**src/rtl/optic_flow_ci_pkg.sv**
```systemverilog
// rtl/optic_flow_ci_pkg.sv - shared opcodes and byte-lane offsets for the optic-flow custom instructions
package optic_flow_ci_pkg;

    typedef enum logic [1:0] {
        OP_COMPUTE = 2'd0,
        OP_SET_THR = 2'd1,
        OP_READ    = 2'd2,
        OP_CLEAR   = 2'd3
    } ci_opcode_e;

    localparam int LANE_LEFT  = 0;
    localparam int LANE_RIGHT = 8;
    localparam int LANE_UP    = 16;
    localparam int LANE_DOWN  = 24;

endpackage

```
**src/rtl/abs_diff_gt.sv**
```systemverilog
// rtl/abs_diff_gt.sv - combinational unsigned |a-b| > thr comparator
module abs_diff_gt #(
    parameter int WIDTH = 8
) (
    input  logic [WIDTH-1:0] a,
    input  logic [WIDTH-1:0] b,
    input  logic [WIDTH-1:0] thr,
    output logic             gt
);

    logic [WIDTH-1:0] mag;

    // Subtract the smaller from the larger so the magnitude never wraps.
    always_comb begin
        mag = '0;
        if (a >= b) begin
            mag = a - b;
        end else begin
            mag = b - a;
        end
    end

    assign gt = (mag > thr);

endmodule

```
**src/rtl/grad_flag_acc_ci.sv**
```systemverilog
// rtl/grad_flag_acc_ci.sv - gradient flag custom instruction with saturating flag counters
module grad_flag_acc_ci
    import optic_flow_ci_pkg::*;
#(
    parameter logic [7:0] customInstructionId = 8'd0,
    parameter int         PIXEL_WIDTH         = 8,
    parameter int         DEFAULT_THRESHOLD   = 10,
    parameter int         COUNT_WIDTH         = 16
) (
    input  logic        clock,
    input  logic        reset,
    input  logic        start,
    input  logic [31:0] valueA,
    input  logic [31:0] valueB,
    input  logic [7:0]  ciN,
    output logic        done,
    output logic [31:0] result
);

    localparam int P = PIXEL_WIDTH;
    localparam logic [P-1:0]           THR_RESET = DEFAULT_THRESHOLD[P-1:0];
    localparam logic [COUNT_WIDTH-1:0] CNT_MAX   = '1;
    localparam logic [COUNT_WIDTH-1:0] CNT_ONE   = COUNT_WIDTH'(1);

    logic [P-1:0]           left;
    logic [P-1:0]           right;
    logic [P-1:0]           up;
    logic [P-1:0]           down;
    logic [P-1:0]           threshold;
    logic [COUNT_WIDTH-1:0] cnt_dx;
    logic [COUNT_WIDTH-1:0] cnt_dy;
    logic [15:0]            cnt_dx_ext;
    logic [15:0]            cnt_dy_ext;
    logic                   accept;
    logic                   flag_dx;
    logic                   flag_dy;
    logic                   unused_bits;
    ci_opcode_e             opcode;

    assign left   = valueA[LANE_LEFT  +: P];
    assign right  = valueA[LANE_RIGHT +: P];
    assign up     = valueA[LANE_UP    +: P];
    assign down   = valueA[LANE_DOWN  +: P];
    assign opcode = ci_opcode_e'(valueB[1:0]);
    assign accept = start && (ciN == customInstructionId);

    assign cnt_dx_ext  = 16'(cnt_dx);
    assign cnt_dy_ext  = 16'(cnt_dy);
    assign unused_bits = ^{valueB[31:2], valueA};

    abs_diff_gt #(.WIDTH(P)) u_diff_x (
        .a   (right),
        .b   (left),
        .thr (threshold),
        .gt  (flag_dx)
    );

    abs_diff_gt #(.WIDTH(P)) u_diff_y (
        .a   (up),
        .b   (down),
        .thr (threshold),
        .gt  (flag_dy)
    );

    // result defaults to zero every cycle so it is only non-zero alongside done.
    always_ff @(posedge clock) begin
        if (reset) begin
            done      <= 1'b0;
            result    <= 32'd0;
            threshold <= THR_RESET;
            cnt_dx    <= '0;
            cnt_dy    <= '0;
        end else begin
            done   <= accept;
            result <= 32'd0;
            if (accept) begin
                case (opcode)
                    OP_COMPUTE: begin
                        result <= {30'd0, flag_dy, flag_dx};
                        if (flag_dx && (cnt_dx != CNT_MAX)) begin
                            cnt_dx <= cnt_dx + CNT_ONE;
                        end
                        if (flag_dy && (cnt_dy != CNT_MAX)) begin
                            cnt_dy <= cnt_dy + CNT_ONE;
                        end
                    end
                    OP_SET_THR: begin
                        result    <= 32'(threshold);
                        threshold <= valueA[P-1:0];
                    end
                    OP_READ: begin
                        result <= {cnt_dy_ext, cnt_dx_ext};
                    end
                    OP_CLEAR: begin
                        cnt_dx <= '0;
                        cnt_dy <= '0;
                    end
                    default: begin
                        result <= 32'd0;
                    end
                endcase
            end
        end
    end

endmodule

```
**config.mk**
```make
export PLATFORM = sky130hd
export DESIGN_NAME = grad_flag_acc_ci
export DESIGN_NICKNAME = d
export VERILOG_FILES = /design/src/rtl/optic_flow_ci_pkg.sv /design/src/rtl/abs_diff_gt.sv /design/src/rtl/grad_flag_acc_ci.sv
export SDC_FILE = /design/constraint.sdc
export NUM_CORES = 1
export LEC_CHECK = 0
export ABC_AREA = 1
export CAP_MARGIN = 10
export CORE_MARGIN = 2
export CORE_UTILIZATION = 45
export DETAILED_ROUTE_END_ITERATION = 12
export PLACE_DENSITY = 0.68
export SLEW_MARGIN = 20
export SYNTH_ARGS = -nofsm -noshare
export SYNTH_HDL_FRONTEND = slang
export SYNTH_HIERARCHICAL = 1
export SYNTH_SLANG_ARGS = --single-unit
```
**constraint.sdc**
```tcl
create_clock -name clock -period 8.69 [get_ports clock]
set_input_delay 2.1725 -clock clock [delete_from_list [all_inputs] [get_ports clock]]
set_output_delay 2.1725 -clock clock [all_outputs]
set_load 0.05 [all_outputs]
```
==> flow_metrics.env <==
export IMPL_status="finished, final reports clean"
export IMPL_htreeDepth=3
export IMPL_row_count=40
export IMPL_cts_buffer_depth=2
export IMPL_final_common_cell="nand2_1"
export IMPL_cts_sinks=73
export IMPL_slowest_stage="nand2_1"
export IMPL_critPathArrivalTime_ns=6.20
export IMPL_relSlewSlack_pct=33.5
export IMPL_syn_area_per_cell_um2=6.27
export IMPL_critPathCaptureType="flip-flop"
export IMPL_tns_ns=0
export IMPL_drt_iter0_drc=320
export IMPL_crit_path_max_incr_delay_ns=0.55
export IMPL_hold_violations=0
export IMPL_post_cts_setup_buffer_count=0
export IMPL_synth_nets=1031
export IMPL_clkTransAtPathRegs_ns=0.06
export IMPL_n_fill_cell=1251
export IMPL_drv_slew=0
export IMPL_drc=0
export IMPL_power_internal_uw=671
export IMPL_setup_viol=0
export IMPL_dieArea_um2=13500
export IMPL_cp_cell_sequence="clkdlybuf4s50_1 -> inv_1 -> ha_1 -> inv_1 -> fa_1 -> nand3_1 -> nand3_2 -> nand2_2 -> nand2_2 -> nor2_2 -> nand2_1 -> nand2_1 -> inv_1 -> ha_1 -> nand2_1 -> o21a_1 -> a21oi_1 -> o21ai_0 -> nand2_1 -> nand2_1 -> inv_2 -> nor2_1 -> nor2_1"
export IMPL_synth_top_area_cell="dfxtp_1"
export IMPL_rsz0062_at_grt="no"
export IMPL_start_util_pct=46.6
export IMPL_crit_top_cell="nand2_1"
export IMPL_synth_area_um2=5670
export IMPL_clockRootBuffer="clkbuf_16"
export IMPL_io_buffers=77
export IMPL_syn_to_final_growth_pct=20.6
export IMPL_worst_slew_pin_slew_ns=0.996
export IMPL_fin_nets=1094
export IMPL_layout_common_cells="nand2_1, inv_1, nor2_1, nand3_1, clkdlybuf4s50_1"
export IMPL_power_share_switching_pct=28.4
export IMPL_synth_cell_types=41
export IMPL_drive_gt1_share_pct=5.97
export IMPL_dp_cells=1124
export IMPL_stdcell_count=1140
export IMPL_cts_inserted_buffers=9
export IMPL_antenna_found_initial=0
export IMPL_io_pins=108
export IMPL_power_leakage_uw=0.00319
export IMPL_grt_overflow=0
export IMPL_cts_resized=0
export IMPL_finalCriticalPeriod_ns=5.93
export IMPL_skew_ns=0.00817
export IMPL_hpwl_mm=9.96
export IMPL_hold_buffers=0
export IMPL_drt_pass1_iter_count=5
export IMPL_synth_edf_count=0
export IMPL_grt_max_degree=33
export IMPL_cp_required_ns=8.95
export IMPL_pre_cts_ws_ns=2.46
export IMPL_p_seq_share_pct=35.7
export IMPL_n_antenna_cell=0
export IMPL_ys_warn_count=6
export IMPL_die_w_um=116
export IMPL_cp_start_kind="primary input"
export IMPL_grt_pass1_vias=4961
export IMPL_synth_ff_type="dfxtp_1"
export IMPL_combPwrFrac_pct=22.1
export IMPL_p_clk_share_pct=42.2
export IMPL_period_share_pct=68.3
export IMPL_fmax_mhz=169
export IMPL_power_density_nw_per_um2=137
export IMPL_wirelength_mm=13.0
export IMPL_synthCells=904
export IMPL_async_flop_share_pct=0
export IMPL_cts_tree="built"
export IMPL_total_power_uw=938
export IMPL_place_gp_congestion=0.849
export IMPL_synth_top_area_share_pct=25.8
export IMPL_fin_ws_ns=2.76
export IMPL_hp_class="flip-flop to flip-flop"
export IMPL_ant_nets=0
export IMPL_ys_ff_latch=73
export IMPL_worstSkewPairLatency_ns=0.33
export IMPL_max_cap_violations=0
export IMPL_crit_fanout=23
export IMPL_vias=5519
export IMPL_critPathKind="primary input to flip-flop"
export IMPL_core_um2=12200
export IMPL_grt_pass1_wl_mm=22.6
export IMPL_grt_use_total_pct=20.4
export IMPL_ys_seq_area_share_pct=25.8
export IMPL_wl_per_cell_um=11.4
export IMPL_fp_dieH_um=116
export IMPL_viasPerCell=4.84
export IMPL_synth_area_top_cells="dfxtp_1, nand2_1, ha_1"
export IMPL_switchingPower_uw=266
export IMPL_ir_drop_mv=0.0936
==> final timing paths <==
kind | endpoint | cells after the start | startpoint | slack, ns
setup reg to reg | cnt_dy[14] | 12 | threshold[3] | 5.95
hold reg to reg | result[20] | 2 | cnt_dy[4] | 0.49
setup / recovery | cnt_dy[14] | 23 | valueA[16] | 2.76
hold / removal | result[20] | 2 | cnt_dy[4] | 0.49
==> through the flow <==
stage	hold WS (ns)	utilization, %	instance area (µm²)
6_report	0.492	56.2	6840
5_1_grt	0.516	56.2	6840
4_1_cts	0.499	56.2	6840
3_5_place_dp	0.481	53.6	6520
3_3_place_gp	0.484	53.6	6520
2_1_floorplan	0.452	-	5670
==> per-layer routing <==
layer	vias up	GRT usage, %	share of wire (%)
met2	121	32.7	45
met4	0	4.29	0.98
li1	2957	-	-
met5	-	0	0
met3	12	4.05	4.4
met1	2429	28.5	49
==> critical path, delay by kind of cell <==
| family | cells | cell delay [ns] |
|---|---|---|
| AOI/OAI and AO/OA | 3 | 0.56 |
| buffers and inverters | 5 | 0.78 |
| adders and majority gates | 3 | 0.84 |
| and+or+nand+nor | 12 | 1.81 |
==> synth_stat cells, types with 4 or more instances <==
cell type and count:
ha_1 48, o21ai_1 7, a211oi_1 6, nand3_2 6, inv_2 7, buf_2 9, inv_1 149, a21oi_1 32
nand4_1 12, o21ai_0 13, xor2_1 11, nor2_1 101, nand3_1 93, fa_1 4, o21bai_1 4, nand2_2 12
clkbuf_1 10, nor3_1 25, dfxtp_1 73, or2_2 4, nand2_1 244
==> power groups by stage <==
stage,combinational [µW],sequential (µW),clock (µW)
finish,207,335,396
floorplan,153,342,0
global route,238,335,417
CTS,208,335,403
detailed placement,207,342,0
global placement,204,342,0
==> cells by family (layout without fill, tap and decap cells) <==
| kind of cell | count (synthesis) | after routing | share of synthesized area (%) |
|---|---|---|---|
| AND/OR/NAND/NOR | 514 | 514 | 40.2 |
| buffers and inverters | 183 | 251 | 12.9 |
| flip-flops | 73 | 73 | 25.8 |
| AO/OA/AOI/OAI | 69 | 69 | 7.11 |
| adder cells (fa/ha/maj) | 52 | 52 | 12.0 |
| XOR/XNOR | 13 | 13 | 2.01 |
==> layout make-up <==
type,count,area (µm²),share of cell area (%)
timing repair buffer,78,778,11.4
inverter,157,589,8.62
tap,168,210,3.08
sequential,73,1460,21.4
clock inverter,6,91.3,1.34
multi-input combinational,648,3480,50.9
clock buffer,10,229,3.35
==> registers in the layout, indices dropped and copies added, names as in the netlist <==
register	count
cnt_dy	16
result	32
done	1
cnt_dx	16
threshold	8
Note: power is estimated with default switching activity, not from simulation.
